**src/rtl/scan_mux_n.sv**
```systemverilog
// scan_mux_n -- registered, parametrised N:1 channel selector.
//
// Two ways of picking the channel:
//   mode=0 : manual, the channel comes straight from sel_in.
//   mode=1 : round-robin scan over the enabled channels, holding each one
//            for DWELL cycles. A channel that becomes disabled is left on the
//            next edge without waiting for its dwell to finish.
// freeze holds the selection and the dwell counter in both modes. While
// frozen, dout keeps sampling din of the held channel.
// All outputs are registered, so there is no combinational path from any
// input to any output.
//
// Ports
//   clk      system clock, all state on the rising edge
//   rst_n    asynchronous active-low reset
//   din      packed channel data, channel i = din[i*WIDTH +: WIDTH]
//   en       channel enable mask, 1 = channel eligible
//   mode     0 = manual (sel_in), 1 = round-robin scan
//   sel_in   manual channel select
//   freeze   1 = hold selection and dwell counter
//   dout     selected channel data; 0 when the selection is invalid
//   sel_out  channel currently on dout
//   valid    dout carries an enabled, in-range channel
//   strobe   1-cycle pulse when sel_out changes or valid rises
module scan_mux_n #(
  parameter int WIDTH = 10,
  parameter int N     = 4,
  parameter int SEL_W = 2,
  parameter int DWELL = 100000
) (
  input  logic               clk,
  input  logic               rst_n,
  input  logic [N*WIDTH-1:0] din,
  input  logic [N-1:0]       en,
  input  logic               mode,
  input  logic [SEL_W-1:0]   sel_in,
  input  logic               freeze,
  output logic [WIDTH-1:0]   dout,
  output logic [SEL_W-1:0]   sel_out,
  output logic               valid,
  output logic               strobe
);

  localparam int             CW   = $clog2(DWELL + 1);
  localparam logic [SEL_W:0] N_L  = (SEL_W + 1)'(N);
  localparam logic [CW-1:0]  LAST = CW'(DWELL - 1);

  // Unpacked view of the packed input bus.
  logic [WIDTH-1:0] ch [N];

  generate
    for (genvar gi = 0; gi < N; gi++) begin : g_unpack
      assign ch[gi] = din[gi*WIDTH +: WIDTH];
    end
  endgenerate

  logic [SEL_W-1:0] sel_q;
  logic [SEL_W-1:0] sel_next;
  logic [SEL_W-1:0] nxt_ch;
  logic [CW-1:0]    cnt_q;
  logic [CW-1:0]    cnt_next;
  logic             valid_next;
  logic [WIDTH-1:0] dout_next;

  // A select value names a usable channel only if it is in range and enabled.
  function automatic logic chan_ok(input logic [SEL_W-1:0] s, input logic [N-1:0] m);
    chan_ok = 1'b0;
    if ({1'b0, s} < N_L) chan_ok = m[s];
  endfunction

  // First enabled channel searching upward from sel_q+1, wrapping N-1 -> 0.
  // An out-of-range sel_q (possible when N is not a power of two) restarts
  // the search at channel 0. The loop runs downward so the nearest hit wins.
  // With a single enabled channel the search lands back on sel_q itself.
  always_comb begin
    int base;
    int c;
    nxt_ch = sel_q;
    base   = ({1'b0, sel_q} < N_L) ? int'(sel_q) + 1 : 0;
    c      = 0;
    for (int k = N - 1; k >= 0; k--) begin
      c = base + k;
      if (c >= N) c = c - N;
      if (en[SEL_W'(c)]) nxt_ch = SEL_W'(c);
    end
  end

  always_comb begin
    sel_next = sel_q;
    cnt_next = cnt_q;
    if (!freeze) begin
      if (!mode) begin
        sel_next = sel_in;
        cnt_next = '0;
      end else if (en == '0) begin
        // Nothing to scan: park on the current channel with the count cleared.
        cnt_next = '0;
      end else if (!chan_ok(sel_q, en) || cnt_q == LAST) begin
        sel_next = nxt_ch;
        cnt_next = '0;
      end else begin
        cnt_next = cnt_q + CW'(1);
      end
    end

    valid_next = chan_ok(sel_next, en);
    dout_next  = '0;
    for (int i = 0; i < N; i++) begin
      if (valid_next && sel_next == SEL_W'(i)) dout_next = ch[i];
    end
  end

  always_ff @(posedge clk or negedge rst_n) begin
    if (!rst_n) begin
      sel_q  <= '0;
      cnt_q  <= '0;
      dout   <= '0;
      valid  <= 1'b0;
      strobe <= 1'b0;
    end else begin
      sel_q  <= sel_next;
      cnt_q  <= cnt_next;
      dout   <= dout_next;
      valid  <= valid_next;
      strobe <= (sel_next != sel_q) || (valid_next && !valid);
    end
  end

  assign sel_out = sel_q;

endmodule

```
**config.mk**
```make
export PLATFORM = sky130hd
export DESIGN_NAME = scan_mux_n
export DESIGN_NICKNAME = d
export VERILOG_FILES = /design/src/rtl/scan_mux_n.sv
export SDC_FILE = /design/constraint.sdc
export NUM_CORES = 1
export LEC_CHECK = 0
export ABC_AREA = 1
export BUFFER_PORTS_ARGS = -buffer_cell sky130_fd_sc_hd__buf_2
export CAP_MARGIN = 20
export CORE_UTILIZATION = 55
export DETAILED_ROUTE_END_ITERATION = 12
export HOLD_SLACK_MARGIN = 0.08
export PLACE_DENSITY = 0.81
export REMOVE_ABC_BUFFERS = 1
export SETUP_SLACK_MARGIN = 0.2
export SYNTH_ARGS = -nofsm -noshare
export SYNTH_HDL_FRONTEND = slang
export SYNTH_SLANG_ARGS = --single-unit
```
**constraint.sdc**
```tcl
create_clock -name clk -period 3.11 [get_ports clk]
set_input_delay 0.622 -clock clk [delete_from_list [all_inputs] [get_ports clk]]
set_output_delay 0.622 -clock clk [all_outputs]
set_load 0.01 [all_outputs]
```
## Word-level counts from Yosys, hierarchy flattened

Index checks and enable logic that the tools add are counted.

- Add/sub/neg operators: 9
- $lt $le $gt $ge: 10
- Multiplexer cells: 38
- Reductions and logical operators: 11
- Equality and inequality tests: 5

Operators with widths:

| kind | number |
|---|---|
| 17-bit two-way mux | 3 |
| 10-bit two-way mux | 4 |
| 2-bit two-way mux | 12 |
| 17-bit by 1-bit adder with 17-bit output, second input constant | 1 |
| 17-bit equality test, second input constant | 1 |
| 2-bit by 4-bit less-than comparator with 1-bit output, second input constant | 4 |
| 1-bit two-way mux | 13 |
| 1-bit binary-select mux with 2-bit select | 6 |
| 4-bit by 3-bit >= comparator with 1-bit output, second input constant | 3 |
| 3-bit by 2-bit adder with 4-bit output, second input constant | 2 |
| 2-bit by 1-bit subtractor with 2-bit output, second input constant | 4 |
| 2-bit by 3-bit less-than comparator with 1-bit output, second input constant | 2 |
| 1-bit logical AND | 5 |
| 3-bit by 1-bit adder with 4-bit output, second input constant | 1 |
| 2-bit equality test, second input constant | 2 |
| 4-bit logical NOT | 1 |
| 2-bit by 1-bit adder with 3-bit output, second input constant | 1 |
| 3-bit >= comparator, second input constant | 1 |
| 2-bit by 1-bit equality test with 1-bit output, second input constant | 1 |
| 1-bit logical NOT | 2 |
| 2-bit logical NOT | 1 |
| 1-bit logical OR | 2 |
| 2-bit != test | 1 |

- Bits of input ports: 50
- Flip-flop bits (word level): 31
- Logic and storage cells: 78
- Output and inout port bits: 14

## Longest topological paths before layout

Gate-level depths: netlist of the first run.

- Depth after elaboration: 22
- Depth in mapped cells: 17
- Gate-level depth less buffers: 17

## Worst setup path before layout of the first run

No wires, ideal clock.

- Kind: in2reg
- Start: in en[1]
- End: reg dout[1]
- Buffers on the path: 1
- Stages: 14
- Slack: 1.171 ns
- Data required time: 2.980 ns
- Data arrival time: 1.808 ns
- Setup time: 0.130 ns
- Cells stage by stage: inv_1 o21ai_0 nand2_1 nand2_1 inv_2 nand2_1 nand3_1 nand3_2 nand3_4 nand2_4 nand2_4 buf_8 nand4_1 nand4_1

- Cells in the longest elaborated chain, start to end: 18
- Elaborated cells on any way between the ends: 42
- Classes of those cells: eq/ne: 3; mux: 31; reduce/logical: 8

Ends and longest elaborated chain:

| element | line | source |
|---|---|---|
| from (decl) | 34 | `input logic [N-1:0] en,` |
| 1-bit binary-select mux with 2-bit select (on tied branches) | 84, 68 |  |
| 1-bit two-way mux (on tied branches) | 84, 68 |  |
| 1-bit two-way mux (on tied branches) | 84, 95 |  |
| 2-bit two-way mux / 1-bit two-way mux (equally long branches) | 84, 92 |  |
| 2-bit two-way mux / 1-bit two-way mux (equally long branches) | 84, 91 |  |
| 2-bit two-way mux / 1-bit logical NOT (equally long branches) | 84, 98 |  |
| 2-bit two-way mux / 1-bit logical OR (equally long branches) | 84, 98 |  |
| 2-bit two-way mux | 98 | `end else if (!chan_ok(sel_q, en) \|\| cnt_q == LAST) begin` |
| 2-bit two-way mux | 95 | `end else if (en == '0) begin` |
| 2-bit two-way mux | 92 | `if (!mode) begin` |
| 2-bit two-way mux | 91 | `if (!freeze) begin` |
| 1-bit binary-select mux with 2-bit select | 68 | `if ({1'b0, s} < N_L) chan_ok = m[s];` |
| 1-bit two-way mux (not written as such) | 68 |  |
| 1-bit logical AND | 109 | `if (valid_next && sel_next == SEL_W'(i)) dout_next = ch[i];` |
| 10-bit two-way mux (3 in series) | 109 |  |
| 10-bit two-way mux (*) | 109 |  |
| named net dout_next[1] | 63 | `logic [WIDTH-1:0] dout_next;` |
| to (signal assigned) | 123 | `dout <= dout_next;` |
| to (decl) | 38 | `output logic [WIDTH-1:0] dout,` |

The timed path passes the listed nets; every way through them passes the cells marked *. The select of a mux whose other input is x is not followed.
A chain may end at the register's enable or synchronous reset.

## Worst setup path after layout of the first run

- Start: reg sel_q[0] (netlist: sel_out[0])
- End: reg strobe

- Cells in the longest elaborated chain, start to end: 19
- Elaborated cells on any way between the ends: 48
- Classes of those cells: add/sub: 8; order compare: 4; eq/ne: 1; mux: 31; reduce/logical: 4

Ends and longest elaborated chain:

| element | line | source |
|---|---|---|
| from (decl) | 57 | `logic [SEL_W-1:0] sel_q;` |
| from (signal assigned) | 121 | `sel_q <= sel_next;` |
| 2-bit by 1-bit adder with 3-bit output | 79 | `base = ({1'b0, sel_q} < N_L) ? int'(sel_q) + 1 : 0;` |
| 3-bit by 2-bit adder with 4-bit output | 82 | `c = base + k;` |
| 4-bit by 3-bit >= comparator with 1-bit output / 2-bit by 1-bit subtractor with 2-bit output (equally long branches) | 83 | `if (c >= N) c = c - N;` |
| 2-bit two-way mux | 83 |  |
| 1-bit binary-select mux with 2-bit select | 84 | `if (en[SEL_W'(c)]) nxt_ch = SEL_W'(c);` |
| 1-bit two-way mux (not written as such) (2 in series) | 84 |  |
| 2-bit two-way mux (4 in series) | 84 |  |
| 2-bit two-way mux | 98 |  |
| 2-bit two-way mux | 95 |  |
| 2-bit two-way mux | 92 |  |
| 2-bit two-way mux (*) | 91 |  |
| 1-bit binary-select mux with 2-bit select (*) | 68 |  |
| 1-bit two-way mux (not written as such) (*) | 68 |  |
| named net valid_next | 62 | `logic valid_next;` |
| 1-bit logical AND (*) | 125 | `strobe <= (sel_next != sel_q) \|\| (valid_next && !valid);` |
| 1-bit logical OR (*) | 125 |  |
| to (signal assigned) | 125 |  |
| to (decl) | 41 | `output logic strobe` |

Marks and branches as above.

==> results.md, run 1 <==
* Run status: finished clean
* Setup-failing EPs final at 0
* Post-route minimum period at approximately 2.5 ns
* GPL Wtd Cong at 0.8660
* Layout area overhead at 17.77%
* Slew Viols, Final at 0
* Comb power frac at 0.356
* Static leakage at 1.206 nW
* Initial Util at 0.5694
* Placed Cells at between 300 and 400
* Final Util at 0.6705
* CP arrival at 2.71 ns
* R2R Setup Slk at around 0.57 ns
* CP max stage cell: dfrtp_1
* Total congestion overflow at 0
* Vias at 2129
* Ys flop type: dfrtp_1
* WL per Instance at between 10 and 15 µm
* Worst Path Required at between 3 and 4 ns
* HP Class: in -> async
* Max Cap Violations at 0
* Seq/Total Area, Yosys at 0.3721
* Internal power at 0.0008975 W
* Die Ht at between 60 and 70 µm
* Vias in the first global route at just under 2000
* Die area at slightly above 4000 µm²
* Count leader, synth: nand2_1
* CP Max Fanout at 23
* Num rows at 22
* Worst path most repeated cell: nand2_1
* Actual slew at the worst max-slew pin at just under 0.7 ns
* Post-CTS setup buffer count at 0
* Resized Gates After CTS at 0
* Power Density at 580.5 nW/µm²
* Cell count after synthesis at 274
* Post-synth EDFFs at 0
* Synth cell count leaders: nand2_1 (51), nand4_1 (44), dfrtp_1 (31)
* Ys Warns at 0
* # port buffers at 63
* VDD IR max at between 0.3 and 0.4 mV
* Final HPWL DP at about 3600 µm
* Count of cell types in the netlist at 34
* Nets at 380
* Switching Share at 0.3701
* CTS Root Cell: clkbuf_8
* CTS Sinks at 31
* Via density at roughly 5.6
* Total Routing Usage GR at 0.2625
* Capturing point of the worst reg2reg path: strobe
* Post-synth top area share at 0.3721
* RSZ-0062 raised after global routing: false
* Dominant cell type by area after synthesis: dfrtp_1
* DRT iter0 DRCs at 133
* Adder-cell share of the synthesized area at 0.006002
* Compound-cell area share of the yosys netlist at 0.1026
* Non-filler instance count after layout at approximately 380
* Crit path cell chain: inv_1 -> nand2_1 -> nand2_1 -> nand2_1 -> nand2_1 -> inv_2 -> nand3_2 -> nand3_1 -> o21ai_1 -> nand2_1 -> nand2_2 -> inv_2 -> nor2_4 -> nand2_1 -> nand3_2 -> nand2_1 -> nand2_1
* DRT Wirelength at approximately 5000 µm
* Clk_skew at around 0.0036 ns
* ANT nets after route at 0
* H-tree levels at 2
* WS Path Type: reg -> reg
* Core area at about 3700 µm²
* Number of fillers in the final layout at about 310
* Post-synth ARST share at 1.000
* Sequential power share at 0.354
* Total CTS buffers at 5
* R2R depth at 17
* Multiplexer area fraction after synthesis at 0
* Avg Cell Area, Syn at between 7 and 8 µm²
* DP Area at around 2300 µm²
* Pin count of the biggest net entering global routing at 32
* R2R Path Start: sel_out[0]
* Crit path capture type: flop
* Clock latency on the worst-skew pair at between 0.2 and 0.3 ns
* Clock Tree Buf Depth at 2
* Share of layout cells above drive strength 1 at 0.2848
* Boundary Pins at 64
* Total power at roughly 0.0014 W
* Fin Setup TNS at 0 ns
* Clock power frac at 0.289
* Synth Register Bits at 31
* Net Sw Power at approximately 0.00053 W
* Relative slew slack at 0.5450
* Simple-Gate Fraction of Synth Area at 0.3986
* Post-synthesis xor/xnor area fraction at 0.004202
* Ratio of final minimum period to clock period at 0.8164
* Endpoints failing hold at 0
* First-pass GRT wire length at between 8000 and 9000 µm
* Finished Cell Area at 2455 µm²
* CTS tree: done
* Ant. Diodes at 0
* Critical Path Start Type: flop
* CP max stage delay at ~0.61 ns
* Die width at ~64 µm
* Post-CTS Hold Fix Bufs at 0
* Clock Pin Slew Worst Setup and Hold Paths at roughly 0.07 ns
* Max Fclk at roughly 400 MHz
* Synth area leaders: dfrtp_1 (37%), nand4_1 (13%), nand2_1 (9.2%), nand3_1 (6.2%), o21ai_0 (5.5%)
* DRT Pass-1 Iters at 4
* Main combinational cell family by area after synthesis: simple AND/OR/NAND/NOR gates
* Synthesized area at roughly 2100 µm²
* Initial antenna violation count at 0
* DRC at 0
[sequential cells by signal (all words and copies together) (netlist names)]
signal   cells
sel_out      2
cnt_q       17
dout        10
strobe       1
valid        1
[stage by stage]
step	hold slack, ns	worst slack, ns
after detailed placement	0.5032	0.4723
final	0.3716	0.5711
after floorplan	0.3264	0.9619
after CTS	0.3924	0.6034
after global routing	0.4226	0.3157
after global placement	0.5148	0.5362
[cell type report]
class	instances	area, µm²	share of cell area
Clock buffer	6	82.58	0.03364
Inverter	32	120.1	0.04893
Multi-Input combinational cell	196	1066	0.4343
Clock inverter	2	35.03	0.01427
Timing Repair Buffer	63	315.3	0.1284
Tap cell	48	60.06	0.02446
Sequential cell	31	775.7	0.3160
[worst max-delay path, delay by kind of cell, from the launching register on]
kind,cells,cell delay [ns]
DFF,1,0.61
buffers and inverters,3,0.64
AOI/OAI and AO/OA,1,0.06
and+or+nand+nor,13,1.12
[routing by layer]
metal  share of wire  GRT usage  vias to the layer above
met1            0.43     0.3098                      970
met4           0.013    0.09091                        0
met3           0.060    0.06341                        7
met5               0          0                        -
li1                -          -                     1065
met2            0.50     0.4588                       87
[power groups by stage]
stage | logic, W | registers [W] | clock network [W]
finish | 0.000508 | 0.000505 | 0.000412
global route | 0.000561 | 0.000514 | 0.000440
CTS | 0.000508 | 0.000505 | 0.000418
detailed placement | 0.000506 | 0.000511 | 0
global placement | 0.000496 | 0.000513 | 0
floorplan | 0.000300 | 0.000539 | 0
[cell families after synthesis]
kind of cell / Yosys count
AOI/OAI and AO/OA: 38
DFF: 31
xor gates and xnor gates: 1
and+or+nand+nor: 156
buffers and inverters: 47
adders and majority gates: 1
[cell usage in the layout (no fill, tap or decap), drive strengths merged, types with 3 or more instances in the layout]
master  synthesis  final
nor2           16     16
inv            31     31
nand2          58     58
nand4          44     44
nand3          30     30
a21oi           6      6
buf            13     63
dfrtp          31     31
o21ai          27     27
clkbuf          1      6
nor3            3      3
[worst max-delay path by stage]
stage | to | slack [ns] | start
6_report | strobe | 0.57 | sel_out[0]
5_1_grt | strobe | 0.32 | sel_out[0]
4_1_cts | strobe | 0.60 | sel_out[0]
3_5_place_dp | strobe | 0.47 | en[3]
3_3_place_gp | strobe | 0.54 | en[3]
2_1_floorplan | strobe | 0.96 | sel_out[0]
Note: power is estimated with default switching activity, not from simulation.
==> run 2: changes to the inputs <==
--- a/config.mk
+++ b/config.mk
@@ -8,10 +8,10 @@
 export ABC_AREA = 1
 export BUFFER_PORTS_ARGS = -buffer_cell sky130_fd_sc_hd__buf_2
 export CAP_MARGIN = 20
-export CORE_UTILIZATION = 55
+export CORE_UTILIZATION = 51
 export DETAILED_ROUTE_END_ITERATION = 12
 export HOLD_SLACK_MARGIN = 0.08
-export PLACE_DENSITY = 0.81
+export PLACE_DENSITY = 0.75
 export REMOVE_ABC_BUFFERS = 1
 export SETUP_SLACK_MARGIN = 0.2
 export SYNTH_ARGS = -nofsm -noshare
==> constraint.sdc (replaced) <==
create_clock -name clk -period 2.4 [get_ports clk]
set_input_delay 0.48 -clock clk [delete_from_list [all_inputs] [get_ports clk]]
set_output_delay 0.48 -clock clk [all_outputs]
set_load 0.01 [all_outputs]
==> results.md, run 2 (same netlist as run 1, synthesis figures left out) <==
* WS Path Type: reg -> reg
* Die area at roughly 4300 µm²
* Setup-failing EPs final at 0
* Clk_skew at between 0.004 and 0.005 ns
* Initial antenna violation count at 0
* Pin count of the biggest net entering global routing at 32
* WL per Instance at 13.71 µm
* Critical Path Start Type: flop
* Run status: finished clean
* Post-CTS Hold Fix Bufs at 0
* CTS Root Cell: clkbuf_8
* Commonest non-fill, non-tap cells in the layout: buf_2 (63), nand2_1 (48), nand4_1 (44), dfrtp_1 (30), nand3_1 (25)
* CTS tree: done
* Die Ht at 65.93 µm
* Ant. Diodes at 0
* DP Area at between 2000 and 2500 µm²
* Finished Cell Area at around 2600 µm²
* VDD IR max at between 0.5 and 0.6 mV
* Max Cap Violations at 0
* RSZ-0062 raised after global routing: true
* Post-route minimum period at between 2 and 2.5 ns
* Clock Tree Buf Depth at 2
* Relative slew slack at 0.5240
* Total CTS buffers at 5
* DRT Pass-1 Iters at 4
* Total congestion overflow at 0
* Endpoints failing hold at 0
* Die width at 65.93 µm
* Core area at about 3800 µm²
* Num rows at 22
* Static leakage at 1.276 nW
* Commonest non-fill, non-tap cell in the layout: buf_2
* Max FFs per register at 17
* Final Util at 0.6845
* Via density at roughly 5.6
* Power Density at approximately 720 nW/µm²
* Clock Pin Slew Worst Setup and Hold Paths at about 0.07 ns
* Worst Path Required at about 2.6 ns
* # port buffers at 63
* Slew Viols, Final at 0
* Actual slew at the worst max-slew pin at 0.7141 ns
* First-pass GRT wire length at approximately 8500 µm
* CP Max Fanout at 6
* Vias at between 2000 and 2500
* DRT Wirelength at between 5000 and 6000 µm
* Crit path capture type: flop
* H-tree levels at 2
* Initial Util at 0.5487
* Total Routing Usage GR at 0.2551
* Layout area overhead at 24.73%
* Share of layout cells above drive strength 1 at 0.3391
* Final HPWL DP at 3775 µm
* DRC at 0
* Boundary Pins at between 60 and 70
* Biggest register: cnt_q
* CTS Sinks at 31
* CP arrival at ~2.3 ns
* Max Fclk at between 400 and 500 MHz
* Fin Setup TNS at 0 ns
* Clock latency on the worst-skew pair at 0.28 ns
* Vias in the first global route at a little over 2000
* GPL Wtd Cong at around 0.82
* HP Class: in -> async
* DRT iter0 DRCs at 123
* Ratio of final minimum period to clock period at 0.8785
* Nets at just under 400
* ANT nets after route at 0
[run 2: cell count changes in the layout (fill, tap and decap cells not counted), sizes merged]
cell / delta
inv: -1
buf: +16
bufinv: -1
clkinv: +1
[run 2: power by group]
group	leakage (nW)	switching [W]	internal [W]	total [W]
sequential	0.412	0.0000469	0.000603	0.000650
clock	0.0470	0.000191	0.000225	0.000416
combinational	0.816	0.000482	0.000316	0.000797
total	1.28	0.000720	0.00114	0.00186
[run 2: cell type report]
type,instances,area [µm²]
well taps,48,60.06
repair buffers,79,455.4
flip-flops and latches,31,777.0
clock inverters,1,5.005
clock buffers,6,82.58
fillers,318,1199
multi-input cells,196,1095
inverters,32,125.1
[run 2: stage by stage]
stage	std cells	hold WS [ns]	power (W)	setup slack (ns)
2_1_floorplan	259	0.1844	0.001088	0.2519
3_3_place_gp	377	0.5063	0.001356	0.2315
3_5_place_dp	377	0.5016	0.001361	0.1818
4_1_cts	387	0.2650	0.001794	0.2702
5_1_grt	393	0.3125	0.001986	0.1069
6_report	393	0.2455	0.001864	0.2916
[run 2: per-layer routing]
| metal | part of all wire | global-route usage | vias up | routed length (µm) |
|---|---|---|---|---|
| li1 | - | - | 1103 | - |
| met2 | 0.48 | 0.4362 | 86 | 2567 |
| met3 | 0.060 | 0.05690 | 10 | 321 |
| met5 | 0 | 0 | - | 0 |
| met1 | 0.45 | 0.3063 | 1021 | 2415 |
| met4 | 0.016 | 0.1064 | 0 | 85 |
[run 2: worst max-delay path, cell delays in order, from the launching register on]
cell and delay (ns):
dfrtp_1 0.40, ha_2 0.20, nand2_2 0.06, inv_2 0.08
nand2_2 0.06, nor2_2 0.09, nand2_2 0.08, a21oi_4 0.17
nand3_1 0.08, o21ai_1 0.08, nand2_1 0.07, nand2_2 0.10
clkinv_4 0.09, nor2_4 0.17, buf_6 0.14, nand3_1 0.06
nand4_1 0.10
[run 2: path summary, 6_finish.rpt]
path | startpoint | to | slack [ns] | cells after the start
min | rst_n | cnt_q[2] | 0.25 | 1
max reg2reg | cnt_q[0] | dout[4] | 0.29 | 16
max | cnt_q[0] | dout[4] | 0.29 | 16
min in group clk | din[38] | dout[8] | 0.45 | 3
max in group asynchronous | rst_n | sel_out[0] | 1.65 | 1
min reg2reg | valid | strobe | 0.52 | 3
[run 2: timing repair]
item                                    4_1_cts  5_1_grt
resized for setup                             0       17
buffers inserted                              3        6
endpoints found under the setup margin        1       13
pin swaps                                     0        9
